File: src/rtl/fifo_burst_writer_pkg.sv
// Shared definitions for the FIFO write-side traffic source and its read-side checker.
package fifo_burst_writer_pkg;

  localparam int unsigned DATASIZE     = 8;
  localparam int unsigned ADDRSIZE     = 10;
  localparam int unsigned WRITE_PERIOD = 2;
  localparam int unsigned BURST_LENGTH = 1024;
  localparam int unsigned WR_CNT_W     = $clog2(BURST_LENGTH + 1);

  // Feedback taps (bits 7,5,4,3) for x^8+x^6+x^5+x^4+1
  localparam logic [7:0] LFSR_TAPS = 8'hB8;

  typedef enum logic [1:0] {IDLE, WRITE, DONE} wr_state_t;

endpackage

File: src/rtl/fifo_burst_writer_pattern_gen.sv
// Next data word for the burst pattern; shared with the read-side checker to predict data.
module fifo_pattern_gen
  import fifo_burst_writer_pkg::*;
(
  input  logic [DATASIZE-1:0] cur,
  input  logic                mode,
  output logic [DATASIZE-1:0] nxt
);

  always_comb begin
    if (mode) begin
      nxt = {cur[DATASIZE-2:0], ^(cur & DATASIZE'(LFSR_TAPS))};
    end else begin
      nxt = cur + DATASIZE'(1);
    end
  end

endmodule

File: src/rtl/fifo_burst_writer.sv
// Burst write traffic source: paced, stall-aware writes of a predictable pattern into the FIFO.
module fifo_burst_writer #(
  parameter int unsigned WRITE_PERIOD = fifo_burst_writer_pkg::WRITE_PERIOD,
  parameter int unsigned BURST_LENGTH = fifo_burst_writer_pkg::BURST_LENGTH,
  parameter int unsigned CNT_W        = $clog2(BURST_LENGTH + 1)
) (
  input  logic                                    wclk,
  input  logic                                    wrst_n,
  input  logic                                    start,
  input  logic                                    abort,
  input  logic                                    pattern_sel,
  input  logic [fifo_burst_writer_pkg::DATASIZE-1:0] seed,
  input  logic                                    wfull,
  output logic                                    winc,
  output logic [fifo_burst_writer_pkg::DATASIZE-1:0] wdata,
  output logic                                    busy,
  output logic                                    done,
  output logic [CNT_W-1:0]                        words_written,
  output logic [15:0]                             stall_cycles
);

  import fifo_burst_writer_pkg::*;

  localparam int unsigned GAP_W = (WRITE_PERIOD > 1) ? $clog2(WRITE_PERIOD) : 1;
  localparam logic [GAP_W-1:0] GAP_RELOAD = GAP_W'(WRITE_PERIOD - 1);
  localparam logic [CNT_W-1:0] BURST_LAST = CNT_W'(BURST_LENGTH - 1);

  wr_state_t           state_q, state_d;
  logic [DATASIZE-1:0] wdata_q, wdata_d;
  logic                mode_q, mode_d;
  logic [CNT_W-1:0]    words_q, words_d;
  logic [15:0]         stall_q, stall_d;
  logic [GAP_W-1:0]    gap_q, gap_d;
  logic [DATASIZE-1:0] nxt_word;

  fifo_pattern_gen u_pattern_gen (
    .cur  (wdata_q),
    .mode (mode_q),
    .nxt  (nxt_word)
  );

  // Combinational so a falling wfull issues the write in the same cycle
  assign winc = (state_q == WRITE) && (gap_q == '0) && !wfull && !abort;

  always_comb begin
    state_d = state_q;
    wdata_d = wdata_q;
    mode_d  = mode_q;
    words_d = words_q;
    stall_d = stall_q;
    gap_d   = (gap_q != '0) ? gap_q - GAP_W'(1) : gap_q;
    case (state_q)
      IDLE, DONE: begin
        if (start && !abort) begin
          state_d = WRITE;
          wdata_d = (pattern_sel && (seed == '0)) ? DATASIZE'(1) : seed;
          mode_d  = pattern_sel;
          words_d = '0;
          stall_d = '0;
          gap_d   = '0;
        end else if (abort) begin
          state_d = IDLE;
        end
      end
      WRITE: begin
        if (abort) begin
          state_d = IDLE;
        end else if (winc) begin
          words_d = words_q + CNT_W'(1);
          wdata_d = nxt_word;
          gap_d   = GAP_RELOAD;
          if (words_q == BURST_LAST) begin
            state_d = DONE;
          end
        end else if ((gap_q == '0) && wfull && (stall_q != '1)) begin
          stall_d = stall_q + 16'd1;
        end
      end
      default: state_d = IDLE;
    endcase
  end

  always_ff @(posedge wclk or negedge wrst_n) begin
    if (!wrst_n) begin
      state_q <= IDLE;
      wdata_q <= '0;
      mode_q  <= 1'b0;
      words_q <= '0;
      stall_q <= '0;
      gap_q   <= '0;
    end else begin
      state_q <= state_d;
      wdata_q <= wdata_d;
      mode_q  <= mode_d;
      words_q <= words_d;
      stall_q <= stall_d;
      gap_q   <= gap_d;
    end
  end

  assign wdata         = wdata_q;
  assign busy          = (state_q == WRITE);
  assign done          = (state_q == DONE);
  assign words_written = words_q;
  assign stall_cycles  = stall_q;

endmodule

File: config.mk
export PLATFORM = sky130hd
export DESIGN_NAME = fifo_burst_writer
export DESIGN_NICKNAME = d
export VERILOG_FILES = /design/src/rtl/fifo_burst_writer_pkg.sv /design/src/rtl/fifo_burst_writer_pattern_gen.sv /design/src/rtl/fifo_burst_writer.sv
export SDC_FILE = /design/constraint.sdc
export NUM_CORES = 1
export LEC_CHECK = 0
export CAP_MARGIN = 20
export CORE_ASPECT_RATIO = 0.7
export CORE_MARGIN = 4
export CORE_UTILIZATION = 52
export CTS_BUF_LIST = sky130_fd_sc_hd__clkbuf_8
export CTS_CLUSTER_DIAMETER = 120
export DETAILED_ROUTE_END_ITERATION = 8
export PLACE_DENSITY = 0.82
export RECOVER_POWER = 100
export SYNTH_ARGS = -nofsm -noshare
export SYNTH_HDL_FRONTEND = slang
export SYNTH_HIERARCHICAL = 1
export SYNTH_SLANG_ARGS = --single-unit
File: constraint.sdc
create_clock -name wclk -period 2.2 [get_ports wclk]
set_clock_uncertainty 0.2 [all_clocks]
set_input_delay 0.44 -clock wclk [delete_from_list [all_inputs] [get_ports wclk]]
set_output_delay 0.44 -clock wclk [all_outputs]
set_load 0.02 [all_outputs]
* After elaboration in Yosys (flattened, before gate mapping)
Index checks and enable logic that the tools add are counted.
** Operators by class
- $add $sub $neg :: 4
- Multipliers :: 0
- Div/mod/pow operators :: 0
- Order comparisons :: 0
- Equal/unequal tests :: 12
- Shift operators :: 0
- Multiplexer cells :: 26
- Bitwise operators :: 1
- Reduce and logical (&&, ||, !) cells :: 18
** Operator list (count)
- two-way mux 16 bit :: 4
- two-way mux 8 bit :: 5
- two-way mux 11 bit :: 3
- case mux 16 bit (2 select lines) :: 1
- case mux 11 bit (2 select lines) :: 1
- adder 16 x 1 -> 16 bit, second input constant :: 1
- != test 16 bit, second input constant :: 1
- case mux 8 bit (2 select lines) :: 1
- adder 11 x 1 -> 11 bit, second input constant :: 1
- equality test 11 x 10 -> 1 bit, second input constant :: 1
- two-way mux 2 bit :: 5
- adder 8 x 1 -> 8 bit, second input constant :: 1
- logical NOT 8 bit :: 1
- != test 2 bit, second input constant :: 4
- XOR reduction 8 bit :: 1
- logical AND 1 bit :: 7
- != test 3 bit, second input constant :: 2
- AND reduction 5 bit :: 1
- two-way mux 1 bit :: 4
- case mux 2 bit (2 select lines) :: 1
- AND reduction 4 bit :: 1
- != test 3 x 2 -> 1 bit, second input constant :: 1
- AND reduction 3 bit :: 1
- equality test 2 x 1 -> 1 bit, second input constant :: 1
- 10 further kinds :: 11
** Storage, ports and cells
- Register bits after elaboration :: 39
- Latch bits :: 0
- Memory bits (writable) :: 0
- Memory bits (read-only) :: 0
- Input port bits :: 14
- Output and inout port bits :: 38
- Memories :: 0

* Depth between registers and ports, before layout
Gate-level depths: netlist of run 1.
- Word-level depth :: 7
- Gate-level depth with buffers :: 7
- Gate-level depth less buffers :: 7

* Hierarchy
Netlist of run 1, hierarchy kept.
** Modules (own cells, without submodules)
- fifo_burst_writer :: times used 1, cells each 235, area each 2103.3 um^2
- fifo_pattern_gen :: times used 1, cells each 36, area each 247.7 um^2

* Worst setup path before layout of run 1
Ideal clock, no wire load.
- Path kind :: register to register
- Start point :: register stall_q[1] (netlist: stall_cycles[1])
- End point :: register stall_q[8] (netlist: stall_cycles[8])
- Library setup time :: 0.143 ns
- Data arrival time :: 1.785 ns
- Data required time :: 1.857 ns
- Setup slack :: 0.072 ns
- Stages on the path, launching flop included :: 7
- Cells stage by stage :: dfrtp_1 -> ha_1 -> nand3_1 -> or4_1 -> buf_2 -> a31oi_1 -> a31oi_1
** On the way
- Word-level cells in the longest chain between the ends :: 5
** Ends and longest elaborated chain
- start, declared :: RTL line fifo_burst_writer.sv:32 : logic [15:0] stall_q, stall_d;
- start signal, assigned :: RTL line fifo_burst_writer.sv:96 : stall_q <= stall_d;
- adder 16 x 1 -> 16 bit :: RTL line fifo_burst_writer.sv:76 : stall_d = stall_q + 16'd1;
- two-way mux 16 bit :: RTL line fifo_burst_writer.sv:75 : end else if ((gap_q == '0) && wfull && (stall_q != '1)) begin
- two-way mux 16 bit :: RTL line fifo_burst_writer.sv:68 : end else if (winc) begin
- two-way mux 16 bit :: RTL line fifo_burst_writer.sv:66 : if (abort) begin
- case mux 16 bit (2 select lines) :: RTL line fifo_burst_writer.sv:52 : case (state_q)
Parallel ways exist; a longest one is shown, timed or not. The select of a mux whose other input is x is not followed.
A chain may end at the register's enable or synchronous reset.

* Final worst setup path of run 1
- Start point :: register wdata_q[3] (netlist: wdata[3])
- End point :: output wdata[3] (netlist bit)
** RTL lines
- start, declared :: RTL line fifo_burst_writer.sv:29 : logic [DATASIZE-1:0] wdata_q, wdata_d;
- start signal, assigned :: RTL line fifo_burst_writer.sv:93 : wdata_q <= wdata_d;
- end, declared :: RTL line fifo_burst_writer.sv:15 : output logic [fifo_burst_writer_pkg::DATASIZE-1:0] wdata,
No word-level cell between the ends.

==> results of run 1 <==
-- flip-flops by register name (all words and copies together), names as in the netlist --
register	count
stall_cycles	16
words_written	11
wdata	8
state_q	2
gap_q	1
mode_q	1
-- power groups by stage --
| stage | logic, W | clock network [W] | registers, W |
|---|---|---|---|
| global placement | 0.000948 | 0 | 0.000997 |
| global route | 0.00103 | 0.000769 | 0.00101 |
| finish | 0.000947 | 0.000726 | 0.000991 |
| detailed placement | 0.000975 | 0 | 0.00100 |
| floorplan | 0.000443 | 0 | 0.00110 |
| CTS | 0.000982 | 0.000736 | 0.000990 |
-- through the flow --
step           std cells  power [W]  util, %  setup slack [ns]  instance area, µm²
2_1_floorplan        271    0.00154        -            0.0719                2350
3_3_place_gp         394    0.00194     71.4            -0.316                3110
3_5_place_dp         394    0.00198     71.4            -0.368                3110
4_1_cts              404    0.00271     75.0            0.0336                3260
5_1_grt              404    0.00281     74.2           0.00434                3230
6_report             404    0.00266     74.2            0.0597                3230
-- layer usage --
layer	global-route usage, %	vias up	part of all wire [%]
met4	4.34	0	0.62
li1	-	1163	-
met3	6.70	4	5.4
met1	35.3	1200	47
met5	0	-	0
met2	33.4	80	47
-- timing repair --
item                                    CTS  global route
pin swaps                                 3             1
resized for setup                         8             1
endpoints found under the setup margin    5             1
endpoints found under the hold margin    19             0
buffers inserted                          1             0
hold buffers                              1             0
cloned                                    0             0
-- how the worst max path moves through the flow --
stage / startpoint / to / slack [ns] / cells after the start
5_1_grt: wrst_n / wdata[1] / 0.004 / 3
4_1_cts: abort / winc / 0.03 / 4
3_3_place_gp: wfull / words_written[5] / -0.32 / 5
3_5_place_dp: wfull / words_written[4] / -0.37 / 5
6_report: wdata[3] / wdata[3] / 0.06 / 1
2_1_floorplan: stall_cycles[1] / stall_cycles[8] / 0.07 / 6
-- cells in the final DEF, fill, tap and decap left out, types with 2 or more instances in the layout --
| master | synthesis | layout |
|---|---|---|
| dfrtp_1 | 39 | 39 |
| nand2_1 | 33 | 33 |
| dlygate4sd3_1 | 0 | 30 |
| nor2_1 | 25 | 25 |
| buf_4 | 1 | 24 |
| a31oi_1 | 23 | 23 |
| clkdlybuf4s50_1 | 0 | 17 |
| nand3_1 | 15 | 15 |
| a21oi_1 | 13 | 13 |
| inv_1 | 9 | 9 |
| nand4_1 | 9 | 9 |
| nor3_1 | 9 | 9 |
| o21ai_0 | 6 | 6 |
| clkbuf_8 | 0 | 5 |
| clkbuf_1 | 7 | 5 |
| xor2_1 | 4 | 4 |
| a21o_1 | 4 | 4 |
| o21ai_1 | 4 | 4 |
| o211ai_1 | 4 | 4 |
| ha_1 | 4 | 4 |
| nor4_1 | 3 | 3 |
| mux2i_1 | 3 | 3 |
| or4_1 | 3 | 3 |
| o21a_1 | 3 | 3 |
| dlygate4sd2_1 | 0 | 3 |
| nor2b_1 | 2 | 2 |
| nand2b_1 | 2 | 2 |
| mux2_2 | 2 | 2 |
| and4_1 | 2 | 2 |
| o31ai_1 | 2 | 2 |
| a31o_2 | 2 | 2 |
| xnor2_1 | 2 | 2 |
| nand3b_1 | 2 | 2 |
| a41oi_1 | 2 | 2 |
| a2bb2oi_1 | 2 | 2 |
| bufinv_16 | 0 | 2 |
| buf_2 | 6 | 2 |
| clkbuf_2 | 0 | 2 |
-- final cells by class --
cell class	count	area (µm²)
clock inverter	3	67.6
fill	349	1120
inverter	11	41.3
clock buffer	5	68.8
sequential	39	976
multi-input combinational	207	1270
tap	55	68.8
timing repair buffer	84	736
-- cell families (layout without fill, tap and decap cells) --
kind of cell,count (synthesis),after routing
muxes,5,5
AOI/OAI and AO/OA,74,74
DFF,39,39
and+or+nand+nor,117,117
buffers and inverters,25,103
xor gates and xnor gates,7,7
adders and majority gates,4,4
==> impl_metrics.py, run 1 <==
metrics = {
    "die": {
        "coreArea_um2": 4350,
        "num_rows": 20,
        "dieArea_um2": 5680,
        "initial_core_util_pct": 54.0,
        "die_y_um": 64.3,
        "pin_count": 52,
        "die_w_um": 88.4,
    },
    "worst_setup_path": {
        "cpMaxStageDelayCell": "clkdlybuf4s50_1",
        "crit_type": "flip-flop to primary output",
        "cp_top_family": "buffers and inverters",
        "reg2regPathDepth": 5,
        "max_stage_delay_ns": 0.67,
        "worst-path-buf-inv": 1,
        "r2r-start": "gap_q",
        "timing.rr.end": "words_written[4]",
        "start_kind": "flip-flop",
        "cp_data_arrival_time_ns": 1.50,
        "path_cells": "clkdlybuf4s50_1",
        "crit_fanout": 9,
        "cp.required_ns": 1.56,
        "crit_path_end_kind": "primary output",
        "ff2ff_setup_slack_ns": 0.11,
    },
    "timing": {
        "hold_viol": 0,
        "setup_tns_ns": 0,
        "post-route-min-period_ns": 2.14,
        "finalHoldWorstSlack_ns": 0.350,
        "slew_violations": 0,
        "min_period_over_period_pct": 97.3,
        "rsz0062_at_grt": "false",
        "slew_headroom_pct": 20.2,
        "clock.fmax_mhz": 467,
        "setup_viol": 0,
        "worstMarginPinSlew_ns": 1.20,
    },
    "grt": {
        "grt_max_degree": 22,
        "grt_remaining_overflow": 0,
        "grt_use_total_pct": 23.4,
        "grt_antenna_before_repair": 0,
        "grt_pass1_vias": 2244,
        "grt_pass1_wl_um": 10500,
    },
    "logic_synthesis": {
        "synth_edf_count": 0,
        "synthFlopType": "dfrtp_1",
        "yosysTopAreaCellShare_pct": 41.5,
        "synthTopCellsByArea": "dfrtp_1 42%, a31oi_1 6.1%, nand2_1 5.3%",
        "synth_simple_gate_area_share_pct": 25.6,
        "synth_nets": 289,
        "seq_area_frac_synth_pct": 41.5,
        "synth_xor_xnor_area_share_pct": 3.25,
        "syn_avg_cell_area_um2": 8.68,
        "netlist_instances": 271,
        "syn_area_um2": 2350,
        "synth_area_leader_cell": "dfrtp_1",
        "ys_ff_latch": 39,
        "muxShareOfSynthArea_pct": 2.24,
        "ys_warn_count": 6,
        "synth_top_family_by_area": "simple AND/OR/NAND/NOR gates",
        "synth_fa_ha_area_share_pct": 2.13,
        "async_flop_share_pct": 100,
        "synth_compound_area_share_pct": 20.8,
        "synthTopCellsByCount": "39 x dfrtp_1, 33 x nand2_1, 25 x nor2_1",
        "synth_most_common_cell": "dfrtp_1",
        "synth.distinct_cells": 55,
    },
    "power_and_ir_drop": {
        "vdd_ir_drop_max_v": 0.000459,
        "leakagePower_nw": 1.42,
        "internal_power_w": 0.00173,
        "p_comb_share_pct": 35.5,
        "swShare_pct": 34.9,
        "p_switching_w": 0.000930,
        "clockPowerShare_pct": 27.2,
        "seqPwrFrac_pct": 37.2,
        "power_density_nw_per_um2": 825,
    },
    "drt": {
        "dr.pass1.iters": 5,
        "routed_wl_um": 6490,
        "vias": 2447,
        "via_per_inst": 6.06,
        "wl_per_cell_um": 16.1,
        "drc": 0,
        "dr.first_iter.drc_count": 153,
        "ant_nets": 0,
    },
    "clock_tree": {
        "clk_transition_reported_paths_ns": 0.08,
        "cts_made_buffers": 5,
        "root_buffer": "clkbuf_8",
        "htreeDepth": 2,
        "clk_path_buf_depth": 2,
        "clkLatencyLatePin_ns": 0.30,
        "cts_sinks": 39,
        "cts_tree": "done",
    },
    "finish": {
        "n_antenna_cell": 0,
        "drive_above_1_share_pct": 14.3,
        "num-nets-final": 366,
        "syn_to_final_growth_pct": 37.4,
    },
    "job": {
        "max-cap-violations": 0,
    },
    "place": {
        "hpwlAfterDp_um": 4700,
        "place_congestion": 0.855,
        "portBuffers": 51,
    },
    "worst_hold_path": {
        "hp-class": "flip-flop to flip-flop",
        "whs_path_depth": 1,
        "hp-start": "stall_cycles[15]",
        "min_to": "stall_cycles[15]",
    },
    "outcome": {
        "outcome": "complete, no violations",
    },
}
Note: power is estimated with default switching activity, not from simulation.
==> inputs of run 2 (changes only) <==
--- a/config.mk
+++ b/config.mk
@@ -8,11 +8,11 @@
 export CAP_MARGIN = 20
 export CORE_ASPECT_RATIO = 0.7
 export CORE_MARGIN = 4
-export CORE_UTILIZATION = 52
+export CORE_UTILIZATION = 55
 export CTS_BUF_LIST = sky130_fd_sc_hd__clkbuf_8
 export CTS_CLUSTER_DIAMETER = 120
 export DETAILED_ROUTE_END_ITERATION = 8
-export PLACE_DENSITY = 0.82
+export PLACE_DENSITY = 0.86
 export RECOVER_POWER = 100
 export SYNTH_ARGS = -nofsm -noshare
 export SYNTH_HDL_FRONTEND = slang
==> constraint.sdc (replaced) <==
create_clock -name wclk -period 2.6 [get_ports wclk]
set_clock_uncertainty 0.2 [all_clocks]
set_input_delay 0.52 -clock wclk [delete_from_list [all_inputs] [get_ports wclk]]
set_output_delay 0.52 -clock wclk [all_outputs]
set_load 0.02 [all_outputs]
==> run 2 against run 1 <==
  * Register-to-register slack better by 0.28 ns
  * Critical path depth up 3
  * Wire length about the same
  * Hold slack worse by 0.18 ns
  * Sequential share of layout area up 1.4 points
  * Clock-buffer cell count unchanged
  * Critical path type is now input port to primary output
  * Largest cell class unchanged
==> impl_metrics.py, run 2 (synthesis gave the netlist of run 1 again) <==
metrics = {
    "place": {
        "portBuffers": 51,
        "dpl.cell_count": 378,
        "place_congestion": 0.866,
        "detailedPlace.worstSlack_ns": -0.0850,
        "hpwlAfterDp_um": 4690,
    },
    "drt": {
        "dr.pass1.iters": 4,
        "wl_per_cell_um": 16.8,
        "drc": 0,
        "routed_wl_um": 6500,
        "dr.first_iter.drc_count": 176,
        "ant_nets": 0,
        "vias": 2347,
        "via_per_inst": 6.08,
    },
    "timing": {
        "slew_violations": 0,
        "post-route-min-period_ns": 2.47,
        "clock.fmax_mhz": 404,
        "setup_viol": 0,
        "layout_setup_ws_ns": 0.126,
        "min_period_over_period_pct": 95.2,
        "hold_viol": 0,
        "slew_headroom_pct": 34.8,
        "worstMarginPinSlew_ns": 0.977,
        "rsz0062_at_grt": "false",
    },
    "worst_setup_path": {
        "worst-path-buf-inv": 2,
        "start_kind": "input port",
        "crit_path_end_kind": "primary output",
        "path_cells": "clkdlybuf4s50_1 -> nor3b_2 -> and2_0 -> dlygate4sd2_1",
        "cp_top_family": "buffers and inverters",
        "crit_type": "input port to primary output",
        "crit_fanout": 2,
        "cp.required_ns": 1.88,
        "cp_data_arrival_time_ns": 1.75,
        "max_stage_delay_ns": 0.46,
        "cpMaxStageDelayCell": "clkdlybuf4s50_1",
        "ff2ff_setup_slack_ns": 0.39,
    },
    "finish": {
        "ff_latch_area_um2": 976,
        "mostFrequentLayoutCells": "39 x dfrtp_1, 36 x dlygate4sd3_1, 33 x nand2_1, 25 x nor2_1, 23 x a31oi_1",
        "syn_to_final_growth_pct": 31.2,
        "final_common_cell": "dfrtp_1",
        "multi_input_area_um2": 1270,
        "n_antenna_cell": 0,
        "largest_register_ffs": 16,
        "num-nets-final": 351,
        "drive_above_1_share_pct": 10.5,
        "final_cells": 386,
        "n_fill_cell": 300,
    },
    "grt": {
        "grt_antenna_before_repair": 0,
        "grt_max_degree": 40,
        "grt_remaining_overflow": 0,
        "grt_pass1_wl_um": 11200,
        "grt_use_total_pct": 26.0,
        "grt_pass1_vias": 2282,
    },
    "die": {
        "dieArea_um2": 5400,
        "num_rows": 19,
        "die_y_um": 62.7,
        "die_w_um": 86.1,
        "initial_core_util_pct": 58.5,
        "coreArea_um2": 4020,
        "pin_count": 52,
    },
    "power_and_ir_drop": {
        "totalPowerFinal_w": 0.00210,
        "power_density_nw_per_um2": 681,
        "vdd_ir_drop_max_v": 0.000564,
        "leakagePower_nw": 1.34,
    },
    "worst_hold_path": {
        "hp-class": "input port to async pin",
    },
    "clock_tree": {
        "clkLatencyLatePin_ns": 0.30,
        "htreeDepth": 2,
        "clk_path_buf_depth": 2,
        "cts_tree": "done",
        "cts_sinks": 39,
        "root_buffer": "clkbuf_8",
        "cts_made_buffers": 5,
        "ctsHoldBuffers": 0,
        "clk_transition_reported_paths_ns": 0.09,
    },
    "outcome": {
        "outcome": "complete, no violations",
    },
    "job": {
        "max-cap-violations": 0,
    },
}
[run 2: cell types whose count changed in the layout (fill, tap and decap cells not counted), sizes merged]
cell	change
clkinvlp	-1
bufinv	-1
dlygate4sd2	-2
buf	-14
clkbuf	-1
clkinv	+2
clkdlybuf4s50	-4
dlygate4sd3	+6
[run 2: repair_timing]
action / in CTS / in global routing
endpoints found under the setup margin: 1 / 0
resized for setup: 1 / 0
hold endpoints to repair: 0 / 0
buffers inserted: 0 / 0
[run 2: final cells by class]
class	instances	share of cell area [%]
clock buffer	5	2.23
clock inverter	3	1.42
inverter	11	1.34
multi-input combinational	207	41.2
sequential	39	31.6
tap	52	2.11
timing repair buffer	69	20.1
[run 2: routing by layer]
metal,part of all wire [%],vias up,GRT usage (%)
li1,-,1133,-
met4,1.7,0,9.88
met1,46,1129,36.4
met3,5.2,11,5.27
met5,0,-,0
met2,47,74,39.3
[run 2: final timing paths]
check,from,end,cells past startpoint
max in group asynchronous,wrst_n,stall_cycles[4],1
min reg2reg,stall_cycles[15],stall_cycles[15],1
max reg2reg,state_q[0],wdata[4],6
max,abort,winc,4
min,wrst_n,words_written[2],1
min in group wclk,stall_cycles[15],stall_cycles[15],1
[run 2: where the power goes]
group | switching [W] | total (W) | internal, W
Sequential | 0.000157 | 0.000853 | 0.000696
Clock | 0.000230 | 0.000516 | 0.000286
Combinational | 0.000384 | 0.000731 | 0.000348
Total | 0.000771 | 0.00210 | 0.00133
[run 2: through the flow]
stage	setup TNS (ns)	util [%]	area, µm²	hold WS, ns
4_1_cts	0	77.3	3100	0.162
3_3_place_gp	-0.0448	74.5	2990	0.312
2_1_floorplan	0	-	2350	0.0244
5_1_grt	0	76.8	3090	0.237
6_report	0	76.8	3090	0.169
3_5_place_dp	-0.221	74.5	2990	0.316
==> inputs of run 3 (changes only) <==
--- a/config.mk
+++ b/config.mk
@@ -5,7 +5,7 @@
 export SDC_FILE = /design/constraint.sdc
 export NUM_CORES = 1
 export LEC_CHECK = 0
-export CAP_MARGIN = 20
+export CAP_MARGIN = 40
 export CORE_ASPECT_RATIO = 0.7
 export CORE_MARGIN = 4
 export CORE_UTILIZATION = 55
==> run 3 against run 2 <==
  * Worst setup slack better by 0.012 ns
  * Final area is 0.20% higher
  * Largest power group unchanged
  * Flip-flop and latch count stayed put
  * Non-clock buffer count is 2 higher
  * Highest routed layer unchanged
  * First-iteration DRC count is 22% lower
  * Largest cell class unchanged
==> impl_metrics.py, run 3 (synthesis gave the netlist of run 1 again) <==
metrics = {
    "worst_setup_path": {
        "crit_type": "input port to flip-flop",
        "timing.rr.end": "stall_cycles[9]",
        "cp.required_ns": 2.55,
        "crit_fanout": 15,
        "ff2ff_setup_slack_ns": 0.32,
        "crit_path_end_kind": "flip-flop",
        "cp_data_arrival_time_ns": 2.41,
        "reg2regPathDepth": 5,
        "start_kind": "input port",
        "r2r-start": "stall_cycles[0]",
    },
    "timing": {
        "finalHoldWorstSlack_ns": 0.328,
        "setup_viol": 0,
        "post-route-min-period_ns": 2.46,
        "slew_headroom_pct": 39.6,
        "hold_viol": 0,
        "slew_violations": 0,
        "setup_tns_ns": 0,
        "rsz0062_at_grt": "false",
        "min_period_over_period_pct": 94.7,
        "worstMarginPinSlew_ns": 0.906,
        "clock.fmax_mhz": 406,
    },
    "die": {
        "die_y_um": 62.7,
        "dieArea_um2": 5400,
        "pin_count": 52,
        "die_w_um": 86.1,
        "num_rows": 19,
        "initial_core_util_pct": 58.5,
        "coreArea_um2": 4020,
    },
    "place": {
        "hpwlAfterDp_um": 4710,
        "place_congestion": 0.866,
        "dpl.cell_count": 379,
        "portBuffers": 51,
    },
    "grt": {
        "grt_use_total_pct": 26.2,
        "grt_pass1_vias": 2377,
        "grt_remaining_overflow": 0,
        "grt_pass1_wl_um": 11400,
        "grt_max_degree": 37,
        "grt_antenna_before_repair": 0,
    },
    "clock_tree": {
        "cts_sinks": 39,
        "cts_made_buffers": 5,
        "clk_transition_reported_paths_ns": 0.08,
        "root_buffer": "clkbuf_8",
        "post_cts_buffers": 0,
        "htreeDepth": 2,
        "cts_tree": "done",
        "clkLatencyLatePin_ns": 0.30,
        "clk_path_buf_depth": 2,
    },
    "worst_hold_path": {
        "min_to": "stall_cycles[15]",
        "whs_path_depth": 1,
        "hp-class": "flip-flop to flip-flop",
        "hp-start": "stall_cycles[15]",
    },
    "finish": {
        "num-nets-final": 353,
        "n_antenna_cell": 0,
        "final_cells": 388,
        "n_fill_cell": 298,
        "largest_register_ffs": 16,
        "drive_above_1_share_pct": 10.1,
        "syn_to_final_growth_pct": 31.5,
        "mostFrequentLayoutCells": "39 x dfrtp_1, 38 x dlygate4sd3_1, 33 x nand2_1, 25 x nor2_1, 23 x a31oi_1",
        "final_common_cell": "dfrtp_1",
    },
    "drt": {
        "dr.first_iter.drc_count": 138,
        "drc": 0,
        "vias": 2384,
        "via_per_inst": 6.14,
        "dr.pass1.iters": 4,
        "routed_wl_um": 6670,
        "wl_per_cell_um": 17.2,
        "ant_nets": 0,
    },
    "power_and_ir_drop": {
        "totalPowerFinal_w": 0.00210,
        "power_density_nw_per_um2": 679,
        "leakagePower_nw": 1.35,
        "vdd_ir_drop_max_v": 0.000558,
    },
    "job": {
        "max-cap-violations": 0,
    },
    "outcome": {
        "outcome": "complete, no violations",
    },
}
[run 3: cell count changes in the layout (fill, tap and decap cells not counted), sizes merged]
cell           previous run  this run
dlygate4sd3              36        38
clkbuf                   11        12
clkdlybuf4s50            13        12
[run 3: worst max-delay path by stage]
stage | start | endpoint | slack, ns | cells past startpoint
global placement | wfull | words_written[5] | -0.02 | 5
floorplan | abort | stall_cycles[13] | 0.42 | 6
global route | wfull | words_written[7] | 0.06 | 6
CTS | state_q[0] | busy | 0.15 | 3
finish | abort | stall_cycles[14] | 0.14 | 6
detailed placement | wfull | words_written[5] | -0.08 | 5
[run 3: power by group]
group | switching [W] | internal (W)
combinational | 0.000386 | 0.000348
clock | 0.000226 | 0.000286
sequential | 0.000157 | 0.000696
[run 3: layout make-up]
cell class / instances / area, µm² / area share [%]
flip-flops and latches: 39 / 976 / 31.6
repair buffers: 71 / 636 / 20.6
inverters: 11 / 41.3 / 1.34
well taps: 52 / 65.1 / 2.10
multi-input cells: 207 / 1260 / 40.8
clock inverters: 3 / 43.8 / 1.42
clock buffers: 5 / 68.8 / 2.23
[run 3: what timing repair did]
item,in CTS,in global routing
gates resized for setup,1,0
hold endpoints to repair,3,0
setup endpoints to repair,1,0
hold buffers,1,0
[run 3: metrics by stage]
step / setup WS [ns] / utilization [%] / cell area [µm²]
after floorplan: 0.423 / - / 2350
after global placement: -0.0248 / 74.5 / 2990
after detailed placement: -0.0766 / 75.0 / 3010
after CTS: 0.155 / 78.0 / 3130
after global routing: 0.0607 / 77.0 / 3090
final: 0.138 / 77.0 / 3090
[run 3: per-layer routing]
layer,vias to the layer above,GRT usage (%),share of wire [%]
met5,-,4.04,0
met4,0,10.1,1.5
met3,13,6.06,7.0
met2,98,39.9,48
met1,1136,35.7,44
li1,1137,-,-
[run 3: critical path, stage by stage]
cell and delay [ns]:
clkdlybuf4s50_1 0.45, clkbuf_1 0.23, or3b_2 0.58, o21ai_0 0.10
clkbuf_2 0.36, a31oi_1 0.17
